## src/rtl/mouse_range_ctl_pkg.sv

```systemverilog
// mouse_pkg: shared FSM/direction types and 65 MHz timing defaults for mouse_range_ctl.
package mouse_pkg;
    typedef enum logic [1:0] {IDLE, HOLD, REPEAT, WAIT_REL} state_e;
    typedef enum logic {DIR_UP, DIR_DN} dir_e;
    localparam int HOLD_CYCLES_65M   = 32_500_000;
    localparam int REPEAT_CYCLES_65M = 6_500_000;
endpackage

```

## src/rtl/mouse_range_ctl_if.sv

```systemverilog
// mouse_range_ctl_if: mouse-controller inputs and range-index outputs of mouse_range_ctl.
interface mouse_range_ctl_if #(parameter int IDX_W = 3);
    logic [11:0]      xpos;
    logic             left;
    logic             right;
    logic [IDX_W-1:0] range_idx;
    logic             changed;
    logic             busy;
    modport master (output xpos, left, right, input range_idx, changed, busy);
    modport slave (input xpos, left, right, output range_idx, changed, busy);
endinterface

```

## src/rtl/mouse_range_ctl_btn_edge.sv

```systemverilog
// mouse_btn_edge: registers one button level and flags its rising edge.
module mouse_btn_edge (
    input  logic clk,
    input  logic rst,
    input  logic btn_i,
    output logic rise_o
);
    logic btn_q;
    always_ff @(posedge clk or negedge rst)
        if (!rst) btn_q <= 1'b0;
        else btn_q <= btn_i;
    assign rise_o = btn_i & ~btn_q;
endmodule

```

## src/rtl/mouse_range_ctl.sv

```systemverilog
// mouse_range_ctl: mouse clicks to a range index with hold/auto-repeat and both-button reset.
// Define RANGE_WRAP_EN to make steps wrap around instead of saturating.
module mouse_range_ctl
    import mouse_pkg::*;
#(
    parameter int IDX_W         = 3,
    parameter int MAX_IDX       = 7,
    parameter int DEFAULT_IDX   = 3,
    parameter int HOLD_CYCLES   = HOLD_CYCLES_65M,
    parameter int REPEAT_CYCLES = REPEAT_CYCLES_65M,
    parameter int ZONE_LO       = 0,
    parameter int ZONE_HI       = 1023
) (
    input logic             clk,
    input logic             rst,
    mouse_range_ctl_if.slave bus
);
    localparam int CNT_MAX = (HOLD_CYCLES > REPEAT_CYCLES) ? HOLD_CYCLES : REPEAT_CYCLES;
    localparam int CNT_W   = (CNT_MAX > 1) ? $clog2(CNT_MAX) : 1;
    localparam logic [CNT_W-1:0] HOLD_LD = CNT_W'(HOLD_CYCLES - 1);
    localparam logic [CNT_W-1:0] REP_LD  = CNT_W'(REPEAT_CYCLES - 1);
    localparam logic [IDX_W-1:0] MAX_V   = IDX_W'(MAX_IDX);
    localparam logic [IDX_W-1:0] DEF_V   = IDX_W'(DEFAULT_IDX);

    state_e           state_q;
    dir_e             dir_q;
    logic [IDX_W-1:0] idx_q, up_v, dn_v, step_d;
    logic [IDX_W:0]   inc_w, dec_w;
    logic [CNT_W-1:0] cnt_q;
    logic             changed_q, rise_l, rise_r, in_zone, act, other_rise;

    mouse_btn_edge u_left  (.clk(clk), .rst(rst), .btn_i(bus.left),  .rise_o(rise_l));
    mouse_btn_edge u_right (.clk(clk), .rst(rst), .btn_i(bus.right), .rise_o(rise_r));

    assign in_zone    = (int'(bus.xpos) >= ZONE_LO) && (int'(bus.xpos) <= ZONE_HI);
    assign inc_w      = {1'b0, idx_q} + (IDX_W+1)'(1);
    assign dec_w      = {1'b0, idx_q} - (IDX_W+1)'(1);
`ifdef RANGE_WRAP_EN
    assign up_v = (idx_q == MAX_V) ? '0 : inc_w[IDX_W-1:0];
    assign dn_v = (idx_q == '0) ? MAX_V : dec_w[IDX_W-1:0];
`else
    assign up_v = (inc_w > {1'b0, MAX_V}) ? MAX_V : inc_w[IDX_W-1:0];
    assign dn_v = dec_w[IDX_W] ? '0 : dec_w[IDX_W-1:0];
`endif
    // In IDLE the direction comes from the fresh edge; afterwards from the latched button.
    assign step_d     = ((state_q == IDLE) ? rise_l : (dir_q == DIR_UP)) ? up_v : dn_v;
    assign act        = (dir_q == DIR_UP) ? bus.left : bus.right;
    assign other_rise = (dir_q == DIR_UP) ? rise_r : rise_l;

    always_ff @(posedge clk or negedge rst)
        if (!rst) begin
            state_q   <= IDLE;
            dir_q     <= DIR_UP;
            idx_q     <= DEF_V;
            changed_q <= 1'b0;
            cnt_q     <= '0;
        end else begin
            changed_q <= 1'b0;
            case (state_q)
                IDLE:
                    if (in_zone && rise_l && rise_r) begin
                        idx_q     <= DEF_V;
                        changed_q <= idx_q != DEF_V;
                        state_q   <= WAIT_REL;
                    end else if (in_zone && (rise_l || rise_r)) begin
                        idx_q     <= step_d;
                        changed_q <= step_d != idx_q;
                        cnt_q     <= HOLD_LD;
                        dir_q     <= rise_l ? DIR_UP : DIR_DN;
                        state_q   <= HOLD;
                    end
                HOLD, REPEAT:
                    if (!act) state_q <= IDLE;
                    else if (other_rise) state_q <= WAIT_REL;
                    else if (cnt_q == '0) begin
                        idx_q     <= step_d;
                        changed_q <= step_d != idx_q;
                        cnt_q     <= REP_LD;
                        state_q   <= REPEAT;
                    end else cnt_q <= cnt_q - 1'b1;
                WAIT_REL:
                    if (!bus.left && !bus.right) state_q <= IDLE;
            endcase
        end

    assign bus.range_idx = idx_q;
    assign bus.changed   = changed_q;
    assign bus.busy      = state_q != IDLE;
endmodule

```

## src/flat_wrapper.sv

```systemverilog
// flat-port wrapper written by rule: the top's interface ports become plain ports
module mouse_range_ctl_flat import mouse_pkg::*;
#(
    parameter int IDX_W         = 3,
    parameter int MAX_IDX       = 7,
    parameter int DEFAULT_IDX   = 3,
    parameter int HOLD_CYCLES   = HOLD_CYCLES_65M,
    parameter int REPEAT_CYCLES = REPEAT_CYCLES_65M,
    parameter int ZONE_LO       = 0,
    parameter int ZONE_HI       = 1023
)
  (clk, rst, bus_xpos, bus_left, bus_right, bus_range_idx, bus_changed, bus_busy);
  mouse_range_ctl_if #(.IDX_W(IDX_W)) bus_i ();
  input logic clk;
  input logic rst;
  input wire logic [$bits(bus_i.xpos)-1:0] bus_xpos;
  input wire logic [$bits(bus_i.left)-1:0] bus_left;
  input wire logic [$bits(bus_i.right)-1:0] bus_right;
  output wire logic [$bits(bus_i.range_idx)-1:0] bus_range_idx;
  output wire logic [$bits(bus_i.changed)-1:0] bus_changed;
  output wire logic [$bits(bus_i.busy)-1:0] bus_busy;
  assign bus_i.xpos = bus_xpos;
  assign bus_i.left = bus_left;
  assign bus_i.right = bus_right;
  assign bus_range_idx = bus_i.range_idx;
  assign bus_changed = bus_i.changed;
  assign bus_busy = bus_i.busy;
  mouse_range_ctl #(.IDX_W(IDX_W), .MAX_IDX(MAX_IDX), .DEFAULT_IDX(DEFAULT_IDX), .HOLD_CYCLES(HOLD_CYCLES), .REPEAT_CYCLES(REPEAT_CYCLES), .ZONE_LO(ZONE_LO), .ZONE_HI(ZONE_HI)) u_core (.clk(clk), .rst(rst), .bus(bus_i));
endmodule
```

## config.mk

```make
export PLATFORM = sky130hd
export DESIGN_NAME = mouse_range_ctl_flat
export DESIGN_NICKNAME = d
export VERILOG_FILES = /design/src/rtl/mouse_range_ctl_pkg.sv /design/src/rtl/mouse_range_ctl_if.sv /design/src/rtl/mouse_range_ctl_btn_edge.sv /design/src/rtl/mouse_range_ctl.sv /design/src/flat_wrapper.sv
export SDC_FILE = /design/constraint.sdc
export NUM_CORES = 1
export LEC_CHECK = 0
export ABC_AREA = 1
export CAP_MARGIN = 20
export CORE_MARGIN = 2
export CORE_UTILIZATION = 58
export CTS_CLUSTER_DIAMETER = 150
export DETAILED_ROUTE_END_ITERATION = 10
export GPL_ROUTABILITY_DRIVEN = 1
export PLACE_DENSITY = 0.82
export SYNTH_ARGS = -nofsm -noshare
export SYNTH_HDL_FRONTEND = slang
export SYNTH_SLANG_ARGS = --single-unit
```

## constraint.sdc

```tcl
create_clock -name clk -period 2.1 [get_ports clk]
set_input_delay 0.21 -clock clk [delete_from_list [all_inputs] [get_ports clk]]
set_output_delay 0.21 -clock clk [all_outputs]
set_load 0.1 [all_outputs]
```

Word level (Yosys, flattened, before mapping)
Cells that the tools add are included.
{"block": "word_totals", "output_inout_bits": 5, "input_bits": 16, "ff_bits": 34, "elab_cells": 79}
{"block": "classes", "n_bitwise": 6, "n_addsub": 3, "n_lt_le_gt_ge": 2, "n_mux": 32, "n_eq_ne": 13, "n_reduce_logical": 16}
{"cell": "25-bit 2-to-1 mux", "count": 5}
{"cell": "25-bit one-hot mux with 2 select lines", "count": 1}
{"cell": "25-bit zero test", "count": 1}
{"cell": "25-bit by 1-bit subtractor with 25-bit output, second input constant", "count": 1}
{"cell": "3-bit 2-to-1 mux", "count": 8}
{"cell": "12-bit by 10-bit less-or-equal comparator with 1-bit output, second input constant", "count": 1}
{"cell": "2-bit 2-to-1 mux", "count": 6}
{"cell": "5-bit AND reduction", "count": 2}
{"cell": "1-bit 2-to-1 mux", "count": 9}
{"cell": "2-bit by 1-bit inequality test with 1-bit output, second input constant", "count": 3}
{"cell": "2-bit inequality test, second input constant", "count": 3}
{"cell": "2-bit one-hot mux with 3 select lines", "count": 1}
{"cell": "3-bit one-hot mux with 2 select lines", "count": 1}
{"cell": "3-bit AND reduction", "count": 2}
{"cell": "3-bit by 1-bit adder with 4-bit output, second input constant", "count": 1}
{"cell": "2-bit == test, second input constant", "count": 2}
{"cell": "4-bit by 3-bit > comparator with 1-bit output, second input constant", "count": 1}
{"cell": "1-bit logical AND", "count": 4}
{"cell": "4-bit inequality test, second input constant", "count": 1}
{"cell": "1-bit NOT", "count": 4}
{"cell": "2-bit nonzero test", "count": 2}
{"cell": "3-bit by 1-bit subtractor with 4-bit output, second input constant", "count": 1}
{"cell": "3-bit by 2-bit inequality test with 1-bit output, second input constant", "count": 1}
{"cell": "3-bit inequality test", "count": 1}
{"cell": "8 further kinds", "count": 10}

Depth between registers and ports, before layout
Gate-level depths: netlist of the first run.
{"block": "logic_depth", "word_depth": 9, "mapped_depth": 12, "ltp_nobuf": 12}

Modules after synthesis
A second synthesis of the first run with hierarchy kept.
{"block": "unflattened", "hier_cells": 331, "area_unflattened_um2": 2332.2}
{"module": "mouse_range_ctl", "seq_area_each_um2": 803.3, "instances": 1, "area_each_um2": 2262.2, "cells_per_inst": 325}
{"module": "mouse_btn_edge", "seq_area_each_um2": 25.0, "instances": 2, "area_each_um2": 35.0, "cells_per_inst": 3}

Worst setup path before layout of the first run
Ideal clock, no wire load.
{"block": "synth_path", "path_type": "register to register", "from": "register u_core.idx_q[2], in the netlist u_core.bus.range_idx[2]", "to": "register u_core.idx_q[2], in the netlist u_core.bus.range_idx[2]", "setup_slack_ns": 0.168, "n_path_buf": 0, "stages_incl_launch_ff": 8, "required_ns": 1.977, "setup_ns": 0.123, "arrival_time_ns": 1.809, "period_less_slack_ns": 1.932, "path_cell_list": "dfrtp_1 > inv_1 > ha_1 > nand2_1 > o21ai_0 > a21oi_1 > nand3_1 > nand2_1"}
{"block": "synth_via", "elab_chain_len": 8, "word_cells_on_any_way": 12, "cone_classes": "add/sub (2); order compare (1); mux (9)"}
{"item": "from (decl)", "line_no": "mouse_range_ctl.sv:27", "source": "logic [IDX_W-1:0] idx_q, up_v, dn_v, step_d;"}
{"item": "from (signal assigned)", "line_no": "mouse_range_ctl.sv:66", "source": "idx_q <= step_d;"}
{"item": "from (signal assigned)", "line_no": "mouse_range_ctl.sv:76", "source": "idx_q <= step_d;"}
{"item": "3-bit by 1-bit adder with 4-bit output", "line_no": "mouse_range_ctl.sv:36", "source": "assign inc_w = {1'b0, idx_q} + (IDX_W+1)'(1);"}
{"item": "4-bit by 3-bit > comparator with 1-bit output", "line_no": "mouse_range_ctl.sv:42", "source": "assign up_v = (inc_w > {1'b0, MAX_V}) ? MAX_V : inc_w[IDX_W-1:0];"}
{"item": "3-bit 2-to-1 mux", "line_no": "mouse_range_ctl.sv:42"}
{"item": "3-bit 2-to-1 mux *", "line_no": "mouse_range_ctl.sv:46", "source": "assign step_d = ((state_q == IDLE) ? rise_l : (dir_q == DIR_UP)) ? up_v : dn_v;"}
{"item": "3-bit 2-to-1 mux", "line_no": "mouse_range_ctl.sv:75", "source": "else if (cnt_q == '0) begin"}
{"item": "3-bit 2-to-1 mux", "line_no": "mouse_range_ctl.sv:74", "source": "else if (other_rise) state_q <= WAIT_REL;"}
{"item": "3-bit 2-to-1 mux", "line_no": "mouse_range_ctl.sv:73", "source": "if (!act) state_q <= IDLE;"}
{"item": "3-bit one-hot mux with 2 select lines *", "line_no": "mouse_range_ctl.sv:59", "source": "case (state_q)"}
Mark *: on every way between the ends. The rest lies on a longest branch, timed or not. The select of a mux whose other input is x is not followed.
A chain may end at the register's enable or synchronous reset.

Final worst setup path of the first run
{"block": "layout_path", "from": "register u_core.cnt_q[0]", "to": "register u_core.changed_q, in the netlist u_core.bus.changed"}
{"block": "layout_via", "elab_chain_len": 5}
{"item": "from (decl)", "line_no": "mouse_range_ctl.sv:29", "source": "logic [CNT_W-1:0] cnt_q;"}
{"item": "from (signal assigned)", "line_no": "mouse_range_ctl.sv:80", "source": "end else cnt_q <= cnt_q - 1'b1;"}
{"item": "25-bit zero test", "line_no": "mouse_range_ctl.sv:75"}
{"item": "1-bit 2-to-1 mux", "line_no": "mouse_range_ctl.sv:75"}
{"item": "1-bit 2-to-1 mux", "line_no": "mouse_range_ctl.sv:74"}
{"item": "1-bit 2-to-1 mux", "line_no": "mouse_range_ctl.sv:73"}
{"item": "1-bit one-hot mux with 2 select lines", "line_no": "mouse_range_ctl.sv:59"}
{"item": "to (signal assigned)", "line_no": "mouse_range_ctl.sv:67", "source": "changed_q <= step_d != idx_q;"}
{"item": "to (signal assigned)", "line_no": "mouse_range_ctl.sv:77", "source": "changed_q <= step_d != idx_q;"}
{"item": "to (decl)", "line_no": "mouse_range_ctl.sv:30", "source": "logic changed_q, rise_l, rise_r, in_zone, act, other_rise;"}
No other way between the ends.

==> results of run 1 <==
metal layers:
layer | part of all wire, % | GRT usage (%)
met5 | 0 | 0
met4 | 1.2 | 6.41
met3 | 4.9 | 4.76
met2 | 45 | 38.2
met1 | 49 | 35.2
synth_stat cells:
cell type and number:
sky130_fd_sc_hd__nor3_1 2, sky130_fd_sc_hd__dfrtp_1 32, sky130_fd_sc_hd__o21ai_0 18, sky130_fd_sc_hd__o21bai_1 1, sky130_fd_sc_hd__nand3_4 1, sky130_fd_sc_hd__buf_6 3
sky130_fd_sc_hd__nand2_4 1, sky130_fd_sc_hd__nand3_1 26, sky130_fd_sc_hd__xor2_1 7, sky130_fd_sc_hd__o21a_1 2, sky130_fd_sc_hd__nand4_1 8, sky130_fd_sc_hd__ha_1 8
sky130_fd_sc_hd__inv_4 1, sky130_fd_sc_hd__nand3b_1 1, sky130_fd_sc_hd__nand3_2 2, sky130_fd_sc_hd__o21ai_1 12, sky130_fd_sc_hd__nor2_2 5, sky130_fd_sc_hd__inv_1 37
sky130_fd_sc_hd__a21oi_1 8, sky130_fd_sc_hd__o21ai_2 3, sky130_fd_sc_hd__inv_2 4, sky130_fd_sc_hd__a21oi_4 1, sky130_fd_sc_hd__dfstp_2 2, sky130_fd_sc_hd__nand4_4 1
sky130_fd_sc_hd__nand2_8 1, sky130_fd_sc_hd__buf_2 2, sky130_fd_sc_hd__or2_2 2, sky130_fd_sc_hd__nor2_8 1, sky130_fd_sc_hd__o211ai_1 1, sky130_fd_sc_hd__nor2_1 44
sky130_fd_sc_hd__nand2_1 98, sky130_fd_sc_hd__and3_1 2, sky130_fd_sc_hd__xnor2_1 2, sky130_fd_sc_hd__nand2_2 10, sky130_fd_sc_hd__nor2_4 5, sky130_fd_sc_hd__o22a_1 1
sequential cells by signal (all words and copies together) (netlist names):
register	cells
u_core.bus.changed	1
u_core.bus.range_idx	3
u_core.cnt_q	25
u_core.dir_q	1
u_core.state_q	2
u_core.u_left.btn_q	1
u_core.u_right.btn_q	1
how the worst max path moves through the flow:
stage                     cells past startpoint                 endpoint  slack, ns
after floorplan                               7  u_core.bus.range_idx[2]       0.17
after global placement                       10         u_core.cnt_q[23]       0.21
after detailed placement                      9         u_core.cnt_q[23]       0.16
after CTS                                    10          u_core.cnt_q[1]       0.36
after global routing                         10       u_core.bus.changed       0.18
final                                        10       u_core.bus.changed       0.34
worst reg2reg max path, cell delays in order, from the launching register on:
cell	delay [ns]
sky130_fd_sc_hd__dfrtp_1	0.39
sky130_fd_sc_hd__inv_1	0.11
sky130_fd_sc_hd__ha_1	0.22
sky130_fd_sc_hd__nand2_2	0.13
sky130_fd_sc_hd__nor2_8	0.21
sky130_fd_sc_hd__nand3_1	0.11
sky130_fd_sc_hd__nor2_1	0.19
sky130_fd_sc_hd__nand2_1	0.08
sky130_fd_sc_hd__nand2_1	0.08
sky130_fd_sc_hd__nand2_1	0.05
sky130_fd_sc_hd__a21oi_1	0.13
stage by stage:
step | total power, W | hold WS (ns) | utilization, % | cell area, sq um | std cells
2_1_floorplan | 0.00320 | -0.0856 | - | 2520 | 355
3_3_place_gp | 0.00367 | 0.499 | 65.7 | 2690 | 414
3_5_place_dp | 0.00373 | 0.497 | 65.7 | 2690 | 414
4_1_cts | 0.00427 | 0.350 | 68.0 | 2780 | 422
5_1_grt | 0.00465 | 0.375 | 68.0 | 2780 | 422
6_report | 0.00426 | 0.328 | 68.0 | 2780 | 422
area by class of cell:
class | count | share of cell area (%)
inverters | 42 | 5.76
well taps | 50 | 2.25
flip-flops and latches | 34 | 30.7
clock buffers | 6 | 2.97
clock inverters | 2 | 0.450
multi-input cells | 274 | 52.7
repair buffers | 14 | 5.13
power by group through the flow:
stage	logic, W	clock network, W	registers [W]
floorplan	0.00192	0	0.00128
global placement	0.00256	0	0.00111
detailed placement	0.00261	0	0.00112
CTS	0.00263	0.000525	0.00111
global route	0.00293	0.000564	0.00115
finish	0.00263	0.000513	0.00112
kinds of logic after synthesis:
family          Yosys count
compound gates           47
xor+xnor                  9
fa+ha+maj                 8
buf+inv                  47
flops                    34
simple gates            210
==> out/qor.json, run 1 <==
{
  "run_status": {"value": "completed"},
  "track_usage": {"value": 24.6, "unit": "%"},
  "first_global_vias": {"value": 2095},
  "ys_seq_elements": {"value": 34},
  "power.leakage": {"value": 1.36, "unit": "nW"},
  "yosysUniqueCellTypes": {"value": 36},
  "count_of_buffers_from_port_buffering": {"value": 10},
  "worstSetupStartpoint": {"value": "u_core.cnt_q[0]"},
  "cp.arrival": {"value": 1.98, "unit": "ns"},
  "grt_start_max_net_pins": {"value": 35},
  "clkTransAtPathRegs": {"value": 0.07, "unit": "ns"},
  "critical_path_required": {"value": 2.32, "unit": "ns"},
  "leading_post_synthesis_cells_by_cell_area": {"value": "sky130_fd_sc_hd__dfrtp_1 32%, sky130_fd_sc_hd__nand2_1 15%, sky130_fd_sc_hd__nor2_1 6.5%, sky130_fd_sc_hd__inv_1 5.5%, sky130_fd_sc_hd__nand3_1 5.2%"},
  "p_per_area": {"value": 1530, "unit": "mW/mm^2"},
  "fin_nets": {"value": 395},
  "drtPass1Iterations": {"value": 4},
  "synth_area_in_compound_gates": {"value": 10.8, "unit": "%"},
  "power_report.internal_total": {"value": 0.00203, "unit": "W"},
  "worst-r2r-setup-slack": {"value": 0.34, "unit": "ns"},
  "floorplan.die.height": {"value": 70.0, "unit": "microns"},
  "max_clock_freq": {"value": 0.569, "unit": "GHz"},
  "synth_fa_ha_area_share": {"value": 3.97, "unit": "%"},
  "most-common-layout-cells": {"value": "98 x sky130_fd_sc_hd__nand2_1, 44 x sky130_fd_sc_hd__nor2_1, 37 x sky130_fd_sc_hd__inv_1"},
  "timing.critical_path.mode_cell": {"value": "sky130_fd_sc_hd__nand2_1"},
  "htreeDepth": {"value": 2},
  "combinational_cell_fraction_of_total_power": {"value": 61.7, "unit": "%"},
  "tightestPinTransition": {"value": 0.438, "unit": "ns"},
  "cells_traversed_along_the_worst_timing_path": {"value": "inv_1 > ha_1 > nand2_2 > nor2_8 > nand3_1 > nor2_1 > nand2_1 > nand2_1 > nand2_1 > a21oi_1"},
  "yosys_warnings": {"value": 0},
  "totalNegativeSetupSlack": {"value": 0, "unit": "ns"},
  "seq_area_frac_synth": {"value": 33.8, "unit": "%"},
  "worstSkewPairLatency": {"value": 0.29, "unit": "ns"},
  "syn2layout_area_growth": {"value": 10.2, "unit": "%"},
  "grt_overflow": {"value": 0},
  "clock_path_buffers": {"value": 2},
  "max_slew_margin": {"value": 70.8, "unit": "%"},
  "critPathMaxFanout": {"value": 9},
  "power_frac_seq": {"value": 26.3, "unit": "%"},
  "io_pins": {"value": 21},
  "drtIter0Drc": {"value": 162},
  "rr_worst_depth": {"value": 10},
  "dieArea": {"value": 0.00490, "unit": "sq mm"},
  "cts_inserted_buffers": {"value": 5},
  "synthSimpleGateAreaFrac": {"value": 40.3, "unit": "%"},
  "start_util": {"value": 61.8, "unit": "%"},
  "hold_violations": {"value": 0},
  "tritoncts": {"value": "built"},
  "unrepaired_setup_endpoints_after_global_routing": {"value": "no"},
  "postCtsSetupRepairBufs": {"value": 0},
  "critPathSlowestCell": {"value": "sky130_fd_sc_hd__dfrtp_1"},
  "wire_per_inst": {"value": 12.9, "unit": "microns"},
  "clock_power_share": {"value": 12.1, "unit": "%"},
  "fin_crit": {"value": 1.76, "unit": "ns"},
  "worst-setup-path-type": {"value": "reg -> reg"},
  "most_common_cell_after_layout_fill_and_taps_aside": {"value": "sky130_fd_sc_hd__nand2_1"},
  "worst_r2r_startpoint": {"value": "u_core.cnt_q[0]"},
  "timing.critical_path.to_type": {"value": "flop"},
  "crit_path_max_incr_delay": {"value": 0.39, "unit": "ns"},
  "post-route-drc-count": {"value": 0},
  "antenna_found_initial": {"value": 0},
  "finalWorstSetupSlack": {"value": 0.341, "unit": "ns"},
  "crit-reg2reg-capture": {"value": "u_core.bus.changed"},
  "mappedNetlistNets": {"value": 379},
  "critical_path.top_delay_family": {"value": "simple AND/OR/NAND/NOR gates"},
  "area_taken_by_multi_input_logic_gates": {"value": 0.00147, "unit": "sq mm"},
  "finalWirelength": {"value": 5450, "unit": "microns"},
  "vias_per_cell": {"value": 5.41},
  "finalSetupViolCount": {"value": 0},
  "cts_hold_buffers": {"value": 0},
  "clock_sinks": {"value": 34},
  "largest_vdd_supply_drop": {"value": 0.00144, "unit": "V"},
  "diodes": {"value": 0},
  "switching_share": {"value": 52.3, "unit": "%"},
  "setup_ws_pre_cts": {"value": 0.155, "unit": "ns"},
  "dominant_combinational_cell_family_by_area_after_synthesis": {"value": "simple AND/OR/NAND/NOR gates"},
  "cap_violations": {"value": 0},
  "synth_area": {"value": 0.00252, "unit": "sq mm"},
  "layout.filler_cells": {"value": 339},
  "post_route_fraction_of_the_period_consumed_by_the_critical_path": {"value": 83.8, "unit": "%"},
  "register_area": {"value": 853, "unit": "sq um"},
  "clock_skew": {"value": 0.00712, "unit": "ns"},
  "gp_routability_congestion": {"value": 0.938},
  "dr_total_vias": {"value": 2281},
  "slew_viol_final": {"value": 0},
  "ctsResizeCount": {"value": 0},
  "yosysTopAreaCell": {"value": "sky130_fd_sc_hd__dfrtp_1"},
  "grt_pass1_wl": {"value": 9740, "unit": "microns"},
  "synth_largest_type_area_fraction": {"value": 31.7, "unit": "%"},
  "post_dp_hpwl": {"value": 3980, "unit": "microns"},
  "worstPathBufferInverterCount": {"value": 1},
  "synth_area_per_cell": {"value": 7.11, "unit": "sq um"},
  "crit_path_start_kind": {"value": "flop"},
  "fraction_of_final_layout_cells_with_drive_strength_greater_than_1": {"value": 15.3, "unit": "%"},
  "post_synth_xor_area_fraction": {"value": 3.12, "unit": "%"},
  "synthCells": {"value": 355},
  "dieWidth": {"value": 70.0, "unit": "microns"},
  "power.switching": {"value": 0.00223, "unit": "W"},
  "hp-class": {"value": "in -> async"},
  "root_buffer": {"value": "sky130_fd_sc_hd__clkbuf_8"},
  "core_area": {"value": 0.00409, "unit": "sq mm"},
  "antenna_left": {"value": 0},
  "rows": {"value": 23},
  "yosys-mux-area-fraction": {"value": 0, "unit": "%"}
}
Note: power is estimated with default switching activity, not from simulation.
==> inputs of run 2 (changes only) <==
--- a/config.mk
+++ b/config.mk
@@ -8,11 +8,11 @@
 export ABC_AREA = 1
 export CAP_MARGIN = 20
 export CORE_MARGIN = 2
-export CORE_UTILIZATION = 58
+export CORE_UTILIZATION = 53
 export CTS_CLUSTER_DIAMETER = 150
 export DETAILED_ROUTE_END_ITERATION = 10
 export GPL_ROUTABILITY_DRIVEN = 1
-export PLACE_DENSITY = 0.82
+export PLACE_DENSITY = 0.79
 export SYNTH_ARGS = -nofsm -noshare
 export SYNTH_HDL_FRONTEND = slang
 export SYNTH_SLANG_ARGS = --single-unit
==> constraint.sdc (replaced) <==
create_clock -name clk -period 1.6 [get_ports clk]
set_input_delay 0.16 -clock clk [delete_from_list [all_inputs] [get_ports clk]]
set_output_delay 0.16 -clock clk [all_outputs]
set_load 0.1 [all_outputs]
==> run 2 against run 1 <==
Die area grew 8.9%. Total power grew 79%. Combinational power grew 100%. Via count grew 21%. Fmax grew 4.2%. Cell area grew 27%. Global-route usage grew 1.2 points. Register-to-register slack lost 0.43 ns. Largest power group unchanged. Highest routed layer unchanged. The run now ends with setup timing left. Sequential power grew 35%.
==> out/qor.json, run 2 (same netlist as run 1, synthesis figures left out) <==
{
  "core_area": {"value": 0.00466, "unit": "sq mm"},
  "worst_r2r_startpoint": {"value": "u_core.bus.range_idx[0]"},
  "tightestPinTransition": {"value": 0.435, "unit": "ns"},
  "timing.critical_path.to_type": {"value": "flop"},
  "post_route_fraction_of_the_period_consumed_by_the_critical_path": {"value": 105, "unit": "%"},
  "grt_overflow": {"value": 0},
  "clock_skew": {"value": 0.00280, "unit": "ns"},
  "gp_routability_congestion": {"value": 0.901},
  "most-common-layout-cells": {"value": "90 x sky130_fd_sc_hd__nand2_1, 49 x sky130_fd_sc_hd__buf_4, 30 x sky130_fd_sc_hd__inv_1, 30 x sky130_fd_sc_hd__dfrtp_1, 28 x sky130_fd_sc_hd__nor2_1"},
  "grt_pass1_wl": {"value": 10700, "unit": "microns"},
  "cts_inserted_buffers": {"value": 5},
  "most_common_cell_after_layout_fill_and_taps_aside": {"value": "sky130_fd_sc_hd__nand2_1"},
  "violations_in_the_final_reports": {"value": "setup timing"},
  "max_slew_margin": {"value": 70.7, "unit": "%"},
  "tritoncts": {"value": "built"},
  "worstSkewPairLatency": {"value": 0.30, "unit": "ns"},
  "crit-reg2reg-capture": {"value": "u_core.bus.range_idx[2]"},
  "root_buffer": {"value": "sky130_fd_sc_hd__clkbuf_8"},
  "wire_per_inst": {"value": 15.9, "unit": "microns"},
  "track_usage": {"value": 25.8, "unit": "%"},
  "dieWidth": {"value": 73.0, "unit": "microns"},
  "slew_viol_final": {"value": 0},
  "worst-setup-path-type": {"value": "reg -> reg"},
  "vias_per_cell": {"value": 5.78},
  "hp-class": {"value": "in -> reg"},
  "cells_traversed_along_the_worst_timing_path": {"value": "inv_4 > ha_4 > xor2_1 > nand2_1 > nand2_1 > o21ai_1 > a21oi_1 > nand3_1 > nand2_1"},
  "crit_path_start_kind": {"value": "flop"},
  "fraction_of_final_layout_cells_with_drive_strength_greater_than_1": {"value": 36.8, "unit": "%"},
  "post-route-drc-count": {"value": 0},
  "clock_sinks": {"value": 34},
  "antenna_left": {"value": 0},
  "max_ffs_per_register": {"value": 25},
  "cp.arrival": {"value": 1.93, "unit": "ns"},
  "crit_path_max_incr_delay": {"value": 0.68, "unit": "ns"},
  "p_per_area": {"value": 2150, "unit": "mW/mm^2"},
  "worstSetupStartpoint": {"value": "u_core.bus.range_idx[0]"},
  "postLayoutCellArea": {"value": 0.00354, "unit": "sq mm"},
  "placement.cell_area": {"value": 0.00306, "unit": "sq mm"},
  "post_dp_hpwl": {"value": 4620, "unit": "microns"},
  "cap_violations": {"value": 0},
  "fin_crit": {"value": 1.69, "unit": "ns"},
  "setup_ws_pre_cts": {"value": -0.263, "unit": "ns"},
  "totalNegativeSetupSlack": {"value": -0.0883, "unit": "ns"},
  "first_global_vias": {"value": 2479},
  "final_util": {"value": 75.9, "unit": "%"},
  "syn2layout_area_growth": {"value": 40.2, "unit": "%"},
  "critPathSlowestCell": {"value": "sky130_fd_sc_hd__dfstp_4"},
  "critical_path_required": {"value": 1.84, "unit": "ns"},
  "unrepaired_setup_endpoints_after_global_routing": {"value": "yes"},
  "finalWorstSetupSlack": {"value": -0.0879, "unit": "ns"},
  "rows": {"value": 25},
  "power.leakage": {"value": 1.72, "unit": "nW"},
  "finalWirelength": {"value": 7600, "unit": "microns"},
  "rr_worst_depth": {"value": 9},
  "grt_start_max_net_pins": {"value": 35},
  "dr_total_vias": {"value": 2764},
  "diodes": {"value": 0},
  "htreeDepth": {"value": 2},
  "clock_path_buffers": {"value": 2},
  "dieArea": {"value": 0.00533, "unit": "sq mm"},
  "worst-r2r-setup-slack": {"value": -0.09, "unit": "ns"},
  "finalSetupViolCount": {"value": 2},
  "worst_setup_path_endpoint": {"value": "u_core.bus.range_idx[2]"},
  "hold_violations": {"value": 0},
  "io_pins": {"value": 21},
  "antenna_found_initial": {"value": 0},
  "timing.critical_path.mode_cell": {"value": "sky130_fd_sc_hd__nand2_1"},
  "clkTransAtPathRegs": {"value": 0.08, "unit": "ns"},
  "max_clock_freq": {"value": 0.592, "unit": "GHz"},
  "run_status": {"value": "complete, but fails checks"},
  "drtIter0Drc": {"value": 270},
  "critPathMaxFanout": {"value": 6},
  "largest_vdd_supply_drop": {"value": 0.00180, "unit": "V"},
  "fin_nets": {"value": 447},
  "floorplan.die.height": {"value": 73.0, "unit": "microns"},
  "p_total": {"value": 0.00761, "unit": "W"},
  "drtPass1Iterations": {"value": 5},
  "regMostFlops": {"value": "u_core.cnt_q"},
  "start_util": {"value": 54.1, "unit": "%"},
  "count_of_buffers_from_port_buffering": {"value": 10}
}
[run 2: changes by cell type in the layout (fill, tap and decap cells not counted), sizes merged]
cell and change:
clkdlybuf4s50 -2, dlymetal6s2s +2, clkbuf +1, buf +50
clkinvlp -1, clkinv +1, bufinv +1
[run 2: stage by stage]
step                      std cells  hold slack (ns)
after floorplan                 355           -0.136
after global placement          454            0.540
after detailed placement        454            0.547
after CTS                       464            0.244
after global routing            478           0.0961
final                           478           0.0934
[run 2: worst min-delay path by stage]
stage	from	endpoint	cells after the start
2_1_floorplan	rst	u_core.bus.changed	0
3_3_place_gp	u_core.state_q[1]	u_core.state_q[1]	2
3_5_place_dp	u_core.cnt_q[5]	u_core.cnt_q[5]	2
4_1_cts	rst	u_core.cnt_q[6]	2
5_1_grt	bus_left	u_core.u_left.btn_q	1
6_report	bus_right	u_core.u_right.btn_q	1
[run 2: area by class of cell]
class	count	area [sq um]
clock buffers	5	68.8
clock inverters	3	40.0
fillers	308	1120
inverters	42	168
multi-input cells	274	1680
flip-flops and latches	34	863
well taps	54	67.6
repair buffers	66	647
[run 2: power breakdown]
part / internal [W] / total (W) / switching (W)
sequential: 0.00119 / 0.00151 / 0.000327
combinational: 0.00225 / 0.00527 / 0.00302
clock: 0.000459 / 0.000822 / 0.000363
[run 2: what timing repair did]
item,CTS,global route
setup endpoints to repair,24,28
hold buffers,0,0
pin swaps,4,16
gates cloned,0,2
setup buffers,2,12
gates resized for setup,10,55
hold endpoints to repair,0,0
[run 2: critical path: cells and delay by family (launching register included)]
kind	cells	cell delay (ns)
AO/OA/AOI/OAI	2	0.20
buffers and inverters	1	0.06
AND/OR/NAND/NOR	4	0.33
flip-flops	1	0.68
adder cells (fa/ha/maj)	1	0.15
XOR/XNOR	1	0.20
[run 2: layer usage]
| layer | global-route usage (%) | vias up | share of wire [%] |
|---|---|---|---|
| met5 | 0 | - | 0 |
| met4 | 11.7 | 0 | 4.0 |
| met3 | 4.70 | 40 | 6.1 |
| met2 | 44.5 | 139 | 51 |
| met1 | 30.9 | 1307 | 39 |
| li1 | - | 1278 | - |
==> inputs of run 3 (changes only) <==
--- a/config.mk
+++ b/config.mk
@@ -7,11 +7,11 @@
 export LEC_CHECK = 0
 export ABC_AREA = 1
 export CAP_MARGIN = 20
-export CORE_MARGIN = 2
 export CORE_UTILIZATION = 53
 export CTS_CLUSTER_DIAMETER = 150
 export DETAILED_ROUTE_END_ITERATION = 10
 export GPL_ROUTABILITY_DRIVEN = 1
+export GPL_TIMING_DRIVEN = 0
 export PLACE_DENSITY = 0.79
 export SYNTH_ARGS = -nofsm -noshare
 export SYNTH_HDL_FRONTEND = slang
==> run 3 against run 2 <==
The flow still finishes with violations (setup timing). Critical endpoint is now u_core.state_q[1]. Register-to-register slack about the same. Critical path type unchanged. Cell count decreased by 3.3%. Combinational power down 9.9%.
==> out/qor.json, run 3 (same netlist as run 1, synthesis figures left out) <==
{
  "setup_ws_pre_cts": {"value": -0.564, "unit": "ns"},
  "regMostFlops": {"value": "u_core.cnt_q"},
  "hold_violations": {"value": 0},
  "finalWirelength": {"value": 6910, "unit": "microns"},
  "min_delay_path_depth": {"value": 1},
  "violations_in_the_final_reports": {"value": "setup timing"},
  "grt_pass1_wl": {"value": 10400, "unit": "microns"},
  "unrepaired_setup_endpoints_after_global_routing": {"value": "yes"},
  "core_area": {"value": 0.00447, "unit": "sq mm"},
  "clock_sinks": {"value": 34},
  "htreeDepth": {"value": 2},
  "p_per_area": {"value": 2070, "unit": "mW/mm^2"},
  "post_route_fraction_of_the_period_consumed_by_the_critical_path": {"value": 106, "unit": "%"},
  "timing.hold.ws": {"value": 0.0932, "unit": "ns"},
  "fraction_of_final_layout_cells_with_drive_strength_greater_than_1": {"value": 37.3, "unit": "%"},
  "gp_routability_congestion": {"value": 0.870},
  "dieArea": {"value": 0.00504, "unit": "sq mm"},
  "floorplan.die.height": {"value": 71.0, "unit": "microns"},
  "dr_total_vias": {"value": 2549},
  "crit-reg2reg-capture": {"value": "u_core.state_q[1]"},
  "run_status": {"value": "complete, but fails checks"},
  "hold_path_startpoint": {"value": "bus_left"},
  "post_dp_hpwl": {"value": 4070, "unit": "microns"},
  "drtPass1Iterations": {"value": 5},
  "layout.filler_cells": {"value": 307},
  "crit_path_start_kind": {"value": "flop"},
  "whs_endpoint": {"value": "u_core.u_left.btn_q"},
  "vias_per_cell": {"value": 5.52},
  "max_clock_freq": {"value": 0.590, "unit": "GHz"},
  "cap_violations": {"value": 0},
  "track_usage": {"value": 26.3, "unit": "%"},
  "finalWorstSetupSlack": {"value": -0.0948, "unit": "ns"},
  "clock_skew": {"value": 0.00889, "unit": "ns"},
  "post-route-drc-count": {"value": 0},
  "grt_start_max_net_pins": {"value": 35},
  "most_common_cell_after_layout_fill_and_taps_aside": {"value": "sky130_fd_sc_hd__nand2_1"},
  "drtIter0Drc": {"value": 158},
  "max_slew_margin": {"value": 46.7, "unit": "%"},
  "dieWidth": {"value": 71.0, "unit": "microns"},
  "start_util": {"value": 56.4, "unit": "%"},
  "power.leakage": {"value": 1.60, "unit": "nW"},
  "cp.arrival": {"value": 1.87, "unit": "ns"},
  "worst-setup-path-type": {"value": "reg -> reg"},
  "diodes": {"value": 0},
  "critPathMaxFanout": {"value": 7},
  "count_of_buffers_from_port_buffering": {"value": 10},
  "fin_nets": {"value": 434},
  "wire_per_inst": {"value": 15.0, "unit": "microns"},
  "worstSetupStartpoint": {"value": "u_core.cnt_q[0]"},
  "totalNegativeSetupSlack": {"value": -0.325, "unit": "ns"},
  "clkTransAtPathRegs": {"value": 0.07, "unit": "ns"},
  "rr_worst_depth": {"value": 9},
  "rows": {"value": 24},
  "worst-r2r-setup-slack": {"value": -0.09, "unit": "ns"},
  "timing.critical_path.to_type": {"value": "flop"},
  "root_buffer": {"value": "sky130_fd_sc_hd__clkbuf_8"},
  "clock_path_buffers": {"value": 2},
  "cts_inserted_buffers": {"value": 5},
  "hp-class": {"value": "in -> reg"},
  "worstSkewPairLatency": {"value": 0.30, "unit": "ns"},
  "slew_viol_final": {"value": 0},
  "io_pins": {"value": 21},
  "grt_overflow": {"value": 0},
  "critical_path_required": {"value": 1.78, "unit": "ns"},
  "finalSetupViolCount": {"value": 8},
  "antenna_left": {"value": 0},
  "tritoncts": {"value": "built"},
  "first_global_vias": {"value": 2243},
  "worst_r2r_startpoint": {"value": "u_core.cnt_q[0]"},
  "fin_crit": {"value": 1.69, "unit": "ns"},
  "most-common-layout-cells": {"value": "83 x sky130_fd_sc_hd__nand2_1, 34 x sky130_fd_sc_hd__buf_4, 29 x sky130_fd_sc_hd__nor2_1"},
  "max_ffs_per_register": {"value": 25},
  "largest_vdd_supply_drop": {"value": 0.00145, "unit": "V"},
  "antenna_found_initial": {"value": 0},
  "tightestPinTransition": {"value": 0.799, "unit": "ns"},
  "syn2layout_area_growth": {"value": 32.3, "unit": "%"}
}
run 3: final cells by class:
class / count / area, sq um / area share [%]
Multi-Input combinational cell: 274 / 1710 / 51.1
Sequential cell: 34 / 870 / 26.0
Timing Repair Buffer: 48 / 387 / 11.6
Inverter: 42 / 174 / 5.21
Clock buffer: 5 / 68.8 / 2.06
Tap cell: 52 / 65.1 / 1.95
Buffer: 5 / 57.6 / 1.72
Clock inverter: 2 / 10.0 / 0.300
run 3: how the worst max path moves through the flow:
stage / endpoint
floorplan: u_core.bus.range_idx[2]
global placement: u_core.bus.range_idx[2]
detailed placement: bus_busy
CTS: u_core.cnt_q[15]
global route: u_core.state_q[1]
finish: u_core.state_q[1]
run 3: timing repair:
| action | in CTS | in global routing |
|---|---|---|
| hold buffers | 1 | 0 |
| endpoints found under the hold margin | 32 | 0 |
| gates resized for setup | 37 | 76 |
| setup buffers | 8 | 27 |
| pin swaps | 5 | 25 |
| gates cloned | 0 | 2 |
| setup endpoints to repair | 36 | 32 |
run 3: power breakdown:
part	total, W	internal [W]	switching, W
clock network	0.000623	0.000292	0.000331
registers	0.00155	0.00119	0.000356
logic	0.00475	0.00186	0.00289
total	0.00692	0.00334	0.00358
run 3: stage by stage:
| stage | util [%] | instance area, sq um | total power, W | cells |
|---|---|---|---|---|
| after CTS | 65.4 | 2920 | 0.00592 | 433 |
| after global placement | 61.0 | 2730 | 0.00497 | 417 |
| after floorplan | - | 2560 | 0.00430 | 355 |
| after detailed placement | 60.9 | 2730 | 0.00504 | 417 |
| final | 74.6 | 3340 | 0.00692 | 462 |
| after global routing | 74.6 | 3340 | 0.00744 | 462 |
run 3: metal layers:
metal  track usage, %  part of all wire, %  wire [microns]  vias to the layer above
met5                0                    0               0                        -
met4             8.22                  2.2             149                        0
met3             6.55                  6.1             425                       16
met2             41.2                   48            3290                       96
met1             36.1                   44            3050                     1189
li1                 -                    -               -                     1248
run 3: worst max-delay path, stage by stage, from the launching register on:
cell,delay [ns]
sky130_fd_sc_hd__dfrtp_1,0.40
sky130_fd_sc_hd__inv_2,0.10
sky130_fd_sc_hd__ha_4,0.18
sky130_fd_sc_hd__nand2_8,0.07
sky130_fd_sc_hd__nor2_8,0.17
sky130_fd_sc_hd__nand4_4,0.23
sky130_fd_sc_hd__nand2_4,0.16
sky130_fd_sc_hd__nand3_4,0.10
sky130_fd_sc_hd__nand2_1,0.09
sky130_fd_sc_hd__o21ai_1,0.07
